## config.mk

```make
export PLATFORM = sky130hd
export DESIGN_NAME = factorial_iter
export DESIGN_NICKNAME = d
export VERILOG_FILES = /design/src/rtl/factorial_pkg.sv /design/src/rtl/factorial_mul_step.sv /design/src/rtl/factorial_iter.sv
export SDC_FILE = /design/constraint.sdc
export NUM_CORES = 1
export LEC_CHECK = 0
export CAP_MARGIN = 5
export CORE_MARGIN = 3
export CORE_UTILIZATION = 55
export DETAILED_ROUTE_END_ITERATION = 16
export PLACE_DENSITY = 0.78
export SETUP_SLACK_MARGIN = 0.3
export SLEW_MARGIN = 5
export SYNTH_ARGS = -nofsm -noshare
export SYNTH_HDL_FRONTEND = slang
export SYNTH_SLANG_ARGS = --single-unit
```

## constraint.sdc

```tcl
create_clock -name clk -period 3.9 [get_ports clk]
set_input_delay 0.78 -clock clk [delete_from_list [all_inputs] [get_ports clk]]
set_output_delay 0.78 -clock clk [all_outputs]
set_load 0.01 [all_outputs]
```

## src/rtl/factorial_pkg.sv

```systemverilog
// Shared FSM state encoding for the iterative factorial engine.
`default_nettype none

package factorial_pkg;

  localparam int STATE_W = 3;

  typedef logic [STATE_W-1:0] state_t;

  localparam logic [STATE_W-1:0] S_IDLE = 3'd0;
  localparam logic [STATE_W-1:0] S_MULT = 3'd1;
  localparam logic [STATE_W-1:0] S_DONE = 3'd2;

endpackage

`default_nettype wire

```

## src/rtl/factorial_mul_step.sv

```systemverilog
// One multiply step: acc*cnt at full width, truncated product plus overflow flag.
`default_nettype none

module factorial_mul_step #(
  parameter int SIZE    = 8,
  parameter int N_WIDTH = 8
) (
  input  logic [SIZE-1:0]    acc,
  input  logic [N_WIDTH-1:0] cnt,
  output logic [SIZE-1:0]    product_lo,
  output logic               ovf
);

  logic [SIZE+N_WIDTH-1:0] w_prod;

  assign w_prod     = {{N_WIDTH{1'b0}}, acc} * {{SIZE{1'b0}}, cnt};
  assign product_lo = w_prod[SIZE-1:0];
  assign ovf        = |w_prod[SIZE+N_WIDTH-1:SIZE];

endmodule

`default_nettype wire

```

## src/rtl/factorial_iter.sv

```systemverilog
// Iterative n! engine: one multiply per clock, abort, sticky overflow, optional saturation.
`default_nettype none

module factorial_iter
  import factorial_pkg::*;
#(
  parameter int SIZE     = 8,
  parameter int N_WIDTH  = 8,
  parameter bit SATURATE = 1'b0
) (
  input  logic                clk,
  input  logic                rst_n,
  input  logic                go,
  input  logic                abort,
  input  logic [N_WIDTH-1:0]  n,
  output logic                busy,
  output logic                done,
  output logic                overflow,
  output logic [SIZE-1:0]     result,
  output logic [STATE_W-1:0]  curr_state
);

  state_t              r_state;
  logic [SIZE-1:0]     r_acc;
  logic [N_WIDTH-1:0]  r_cnt;
  logic [SIZE-1:0]     r_result;
  logic                r_ovf;

  logic [SIZE-1:0]     w_prod_lo;
  logic                w_mul_ovf;

  factorial_mul_step #(
    .SIZE    (SIZE),
    .N_WIDTH (N_WIDTH)
  ) u_mul_step (
    .acc        (r_acc),
    .cnt        (r_cnt),
    .product_lo (w_prod_lo),
    .ovf        (w_mul_ovf)
  );

  always_ff @(posedge clk or negedge rst_n) begin
    if (!rst_n) begin
      r_state  <= S_IDLE;
      r_acc    <= SIZE'(1);
      r_cnt    <= '0;
      r_result <= '0;
      r_ovf    <= 1'b0;
    end else if (abort) begin
      r_state <= S_IDLE;
    end else begin
      case (r_state)
        S_MULT: begin
          if (r_cnt < N_WIDTH'(2)) begin
            r_state  <= S_DONE;
            r_result <= r_acc;
          end else begin
            r_acc <= w_prod_lo;
            r_cnt <= r_cnt - N_WIDTH'(1);
            if (w_mul_ovf) begin
              r_ovf <= 1'b1;
              // Saturating mode finishes on the overflowing multiply itself.
              if (SATURATE) begin
                r_acc    <= '1;
                r_result <= '1;
                r_state  <= S_DONE;
              end
            end
          end
        end
        default: begin
          // IDLE, DONE and any unreachable code all accept a new start.
          if (go) begin
            r_state <= S_MULT;
            r_cnt   <= n;
            r_acc   <= SIZE'(1);
            r_ovf   <= 1'b0;
          end
        end
      endcase
    end
  end

  assign busy       = (r_state == S_MULT);
  assign done       = (r_state == S_DONE);
  assign overflow   = r_ovf;
  assign result     = r_result;
  assign curr_state = r_state;

endmodule

`default_nettype wire

```

* Yosys cells after proc, flatten, opt, wreduce, memory -nomap -nowiden
Cells that the tools add are included.
** Storage, ports and cells
- Bits in registers :: 28
- Latch bits :: 0
- RAM bits :: 0
- ROM bits :: 0
- Input bits :: 12
- Output and inout bits :: 14
- Word-level logic and storage cells :: 35
- Memories kept :: 0
** Cells by class
- Add/subtract/negate cells :: 1
- $mul :: 1
- Div/mod/pow operators :: 0
- $lt $le $gt $ge :: 1
- Eq/ne operators :: 5
- Shift operators :: 0
- Multiplexer cells :: 14
- Bitwise operators :: 1
- Reduce and logical (&&, ||, !) cells :: 7
** Operator list (count)
- $mux 8 :: 6
- $mul 8x8->16 :: 1
- $mux 3 :: 4
- $lt 8x2->1 const B :: 1
- $reduce_or 8->1 :: 1
- $sub 8x1->8 const B :: 1
- $reduce_and 3->1 :: 2
- $mux 1 :: 4
- $reduce_and 4->1 :: 1
- $eq 3x1->1 const B :: 1
- $eq 3x2->1 const B :: 1
- $ne 3x2->1 const B :: 1
- $reduce_bool 3->1 :: 1
- $ne 2x1->1 const B :: 1
- $ne 2x2->1 const B :: 1
- $reduce_and 2->1 :: 1
- $reduce_bool 2->1 :: 1
- $not 1->1 :: 1

* Logic depth before layout (Yosys ltp)
Gate-level depths: netlist (run 1).
- Depth after elaboration :: 5
- Gate-level depth with buffers :: 18
- Depth with buffers taken out :: 16

* Hierarchy
From an unflattened synthesis (run 1), not the netlist that was laid out.
** Unflattened totals
- Cells, all modules :: 383
- Area, all modules :: 3455.8 um^2
** By module, submodules not included
- factorial_mul_step :: instances 1, cells an instance 254, area each 2099.5 um^2, seq. area each 0.0 um^2
- factorial_iter :: instances 1, cells an instance 129, area each 1356.3 um^2, seq. area each 676.9 um^2

* Least setup slack after synthesis (run 1)
OpenSTA, ideal clock, no wires.
- Path kind :: register -> register
- Start :: register r_cnt[4]
- End :: register r_ovf (netlist: overflow)
- Setup time :: 134 ps
- Arrival time :: 4194 ps
- Required time :: 3766 ps
- Path slack :: -428 ps
- Cell stages (with the launch flop) :: 18
- Path buffers :: 1
- Clock period less this slack :: 4328 ps
- Cell sequence :: dfrtp_1 -> clkbuf_1 -> and2_1 -> fa_1 -> inv_1 -> fa_1 -> inv_1 -> fa_1 -> inv_1 -> fa_1 -> inv_1 -> ha_1 -> inv_1 -> o221a_1 -> o21ai_1 -> o211ai_1 -> nor4_1 -> a31oi_1
** Between the ends
- Cells in the longest elaborated chain, start to end :: 4
- Elaborated cells on any way between the ends :: 6
- Those cells by class :: mul: 1; order compare: 1; eq/ne: 2; reduce/logical: 2
** RTL lines
- start, declared :: RTL line factorial_iter.sv:25 : logic [N_WIDTH-1:0] r_cnt;
- start signal, assigned :: RTL line factorial_iter.sv:59 : r_cnt <= r_cnt - N_WIDTH'(1);
- start signal, assigned :: RTL line factorial_iter.sv:75 : r_cnt <= n;
- $mul 8x8->16 :: RTL line factorial_mul_step.sv:16 : assign w_prod = {{N_WIDTH{1'b0}}, acc} * {{SIZE{1'b0}}, cnt};
- $reduce_or 8->1 :: RTL line factorial_mul_step.sv:18 : assign ovf = |w_prod[SIZE+N_WIDTH-1:SIZE];
- $ne 2x1->1 (no line)
- $reduce_and 4->1 (no line) *
- end signal, assigned :: RTL line factorial_iter.sv:48 : r_ovf <= 1'b0;
- end signal, assigned :: RTL line factorial_iter.sv:61 : r_ovf <= 1'b1;
- end signal, assigned :: RTL line factorial_iter.sv:77 : r_ovf <= 1'b0;
- end, declared :: RTL line factorial_iter.sv:27 : logic r_ovf;
Mark *: on every way between the ends. The rest lies on a longest branch, timed or not.
A chain may end at the register's enable or synchronous reset.

* Worst setup path in the final report (run 1)
- Start :: register r_acc[0]
- End :: register r_ovf (netlist: overflow)
** Between the ends
- Cells in the longest elaborated chain, start to end :: 4
** RTL lines
- start, declared :: RTL line factorial_iter.sv:24 : logic [SIZE-1:0] r_acc;
- start signal, assigned :: RTL line factorial_iter.sv:58 : r_acc <= w_prod_lo;
- $mul 8x8->16 :: RTL line factorial_mul_step.sv:16
- $reduce_or 8->1 :: RTL line factorial_mul_step.sv:18
- $ne 2x1->1 (no line)
- $reduce_and 4->1 (no line)
No other way between the ends.

==> results of run 1 <==
## per-layer routing
| layer | vias to the layer above | track usage (%) | part of all wire (%) |
|---|---|---|---|
| met1 | 1531 | 35.4 | 41 |
| met3 | 12 | 2.85 | 5.7 |
| met2 | 106 | 43.0 | 52 |
| li1 | 1439 | - | - |
| met4 | 0 | 4.11 | 1.2 |
| met5 | - | 0 | 0 |
## kinds of logic (layout without fill, tap and decap cells)
family,count (synthesis),count (layout),share of synthesized area (%)
and+or+nand+nor,116,116,18.1
buffers and inverters,88,153,10.1
AOI/OAI and AO/OA,74,74,15.2
adders and majority gates,73,73,32.9
DFF,27,27,18.8
muxes,9,9,2.79
xor gates and xnor gates,8,8,1.95
other,1,1,0.104
## worst max-delay path by stage
stage	to	cells past startpoint	from	slack [ns]
after floorplan	overflow	17	r_cnt[4]	-0.16
after global routing	overflow	15	r_cnt[3]	-0.48
after global placement	overflow	13	r_acc[2]	-0.33
after CTS	overflow	16	r_acc[3]	-0.25
final	overflow	16	r_acc[0]	-0.31
after detailed placement	overflow	13	r_cnt[7]	-0.42
## what timing repair did
| action | 4_1_cts | 5_1_grt |
|---|---|---|
| setup buffers | 6 | 2 |
| setup endpoints to repair | 3 | 3 |
| resized for setup | 29 | 16 |
| pin swaps | 13 | 15 |
| gates cloned | 0 | 0 |
## through the flow
stage / hold slack, ns / setup WS (ns)
final: 0.494 / -0.306
after global routing: 0.513 / -0.480
after CTS: 0.500 / -0.253
after detailed placement: 0.474 / -0.423
after global placement: 0.466 / -0.327
after floorplan: 0.484 / -0.164
## state kept, by name, indices dropped and copies added (netlist names)
signal      cells
r_acc           8
result          8
r_cnt           8
curr_state      2
overflow        1
## area by class of cell
| cell class | count | area [sq um] |
|---|---|---|
| Tap cell | 75 | 93.8 |
| Inverter | 64 | 243 |
| Clock inverter | 1 | 7.51 |
| Fill cell | 443 | 1610 |
| Clock buffer | 3 | 41.3 |
| Timing Repair Buffer | 85 | 713 |
| Multi-Input combinational cell | 281 | 2730 |
| Sequential cell | 27 | 691 |
## power by group through the flow
stage	registers, mW	clock network, mW	logic [mW]
2_1_floorplan	0.375	0	1.94
3_3_place_gp	0.442	0	2.76
3_5_place_dp	0.445	0	2.81
4_1_cts	0.441	0.174	3.17
5_1_grt	0.457	0.183	3.74
6_report	0.450	0.172	3.40
## critical path, cell delays in order (launching register included)
cell	delay, ns
dfstp_2	0.56
nand2_1	0.07
fa_1	0.51
fa_1	0.54
inv_1	0.05
fa_1	0.47
inv_1	0.05
fa_1	0.49
inv_2	0.05
ha_4	0.24
nand3_1	0.13
o211ai_4	0.12
buf_4	0.15
a211o_1	0.29
a21oi_2	0.13
xnor2_1	0.14
a31oi_1	0.10
## layout by cell type, fill, tap and decap left out, types with 12 or more instances in the layout
cell type / count
fa_1: 34
dfrtp_1: 15
nand2_1: 36
a21oi_1: 12
buf_4: 57
clkdlybuf4s50_1: 24
and2_1: 33
inv_1: 57
ha_1: 31
==> run metrics, run 1 <==
CTS tree yes; Psw 1.94 mW; Synth Area per Inst around 9.1 sq um; Post-synth EDFFs 0; Avg WL per Cell 17.3 microns; Min-Delay Path Depth 1; Clock Tree Buf Depth 2; Post-synth top cells 63 x inv_1, 38 x nand2_1, 37 x ha_1, 36 x fa_1, 34 x and2_1; Synth Register Bits 27; H-tree lvl count 1; status finished with violations; # hold bufs at CTS 0; DRT Wirelength roughly 9.3 mm; core area 6130 sq um; Remaining DRCs 0; RSZ-0062 raised after global routing yes; final setup margin -0.306 ns; violated checks negative setup slack; Setup crit end kind flop; vias in the first global route around 3.1k; Static Leak 2.16 nW; post-DP HPWL 7.27 mm; IO Pins 26; Max Slew Vio Count 0; Mapped Area about 3600 sq um; Pint between 2 and 2.5 mW; Worst R2R Setup Slack -0.31 ns; Reg2Reg Launch Point r_acc[0]; drt first pass iters 4; row count 28; Mapped Nets 481; Finished Layout Cells 536; Tot Pwr about 4 mW; Vias per Instance 5.76; Final Critical Period 4.21 ns; Worst EP arrival approximately 4.4 ns; PwrDens 890 nW/um^2; Placed Cells approximately 520; sequential share of power 11.2%; peak supply drop 0.818 mV; Final Instance Area 4520 sq um; crit-path max FO 6; Seq/Total Area, Yosys 18.8%; first-pass GRT wire length 15.0 mm; leading area contributor after synthesis fa_1; layout cells sized above 1 26.7%; Post-synth ARST share 100%; Die X slightly below 90 microns; ant diodes 0; Layout area overhead 25.8%; endpoints failing setup 1; Synth cell types 65; Max-Cap Viols 0; die height 86.8 microns; clock share of power 4.3%; Final ANT Viol Nets 0; DRT iter0 DRCs 282; FF-to-FF End overflow; fin util roughly 74%; Fin Setup TNS -0.306 ns; Synth area leaders fa_1 20%, dfrtp_1 18%, ha_1 13%; Least-Margin Pin Slew 0.550 ns; via count 3088; Hold/Removal Path Class reg2reg; Worst Setup Start Kind flop; r2r worst-path depth 16; Hold Startpoint result[2]; Clock Tree Root clkbuf_8; Achievable Freq 238 MHz; die area 7540 sq um; Yosys Warn Count 0; period utilization 108%; ys flop type dfrtp_1; count leader, synth inv_1; GRT Util Overall between 20% and 30%; Initial Utilization 58.6%; Max-slew headroom 63.4%; combinational power share 84.5%; final hold viol count 0; CP Data Required Time slightly above 4 ns; Clk Latency, worst-skew pair 0.28 ns; Synth top area share 20.1%; CTS Buf Count 3; GP Congestion 0.941; port bufs 24; Cell Area, Placed 4240 sq um; GRT Residual Overflow 0; Clock Skew approximately 0.013 ns; CTS clk-pin slew, worst paths 0.11 ns; Gate Count Post-Synth 396; largest net degree at the start of global routing 28; Layout Nets ~550; Hold Path Sink result[2]; Sink Count 27; initial antenna violation count 0; switching portion of total power 48.1%; Setup CP Type reg2reg
No activity file was read; power rests on OpenSTA's default activity.
==> run 2: changes to the inputs <==
CAP_MARGIN = 25   (was 5)
CTS_CLUSTER_SIZE = 30   (was not set)
==> results of run 2 <==
Final layout, timing and power as in run 1 (identical DEF).
==> run 3: changes to the inputs <==
CAP_MARGIN = not set   (was 25)
==> results of run 3 <==
Final layout, timing and power as in run 1 (identical DEF).
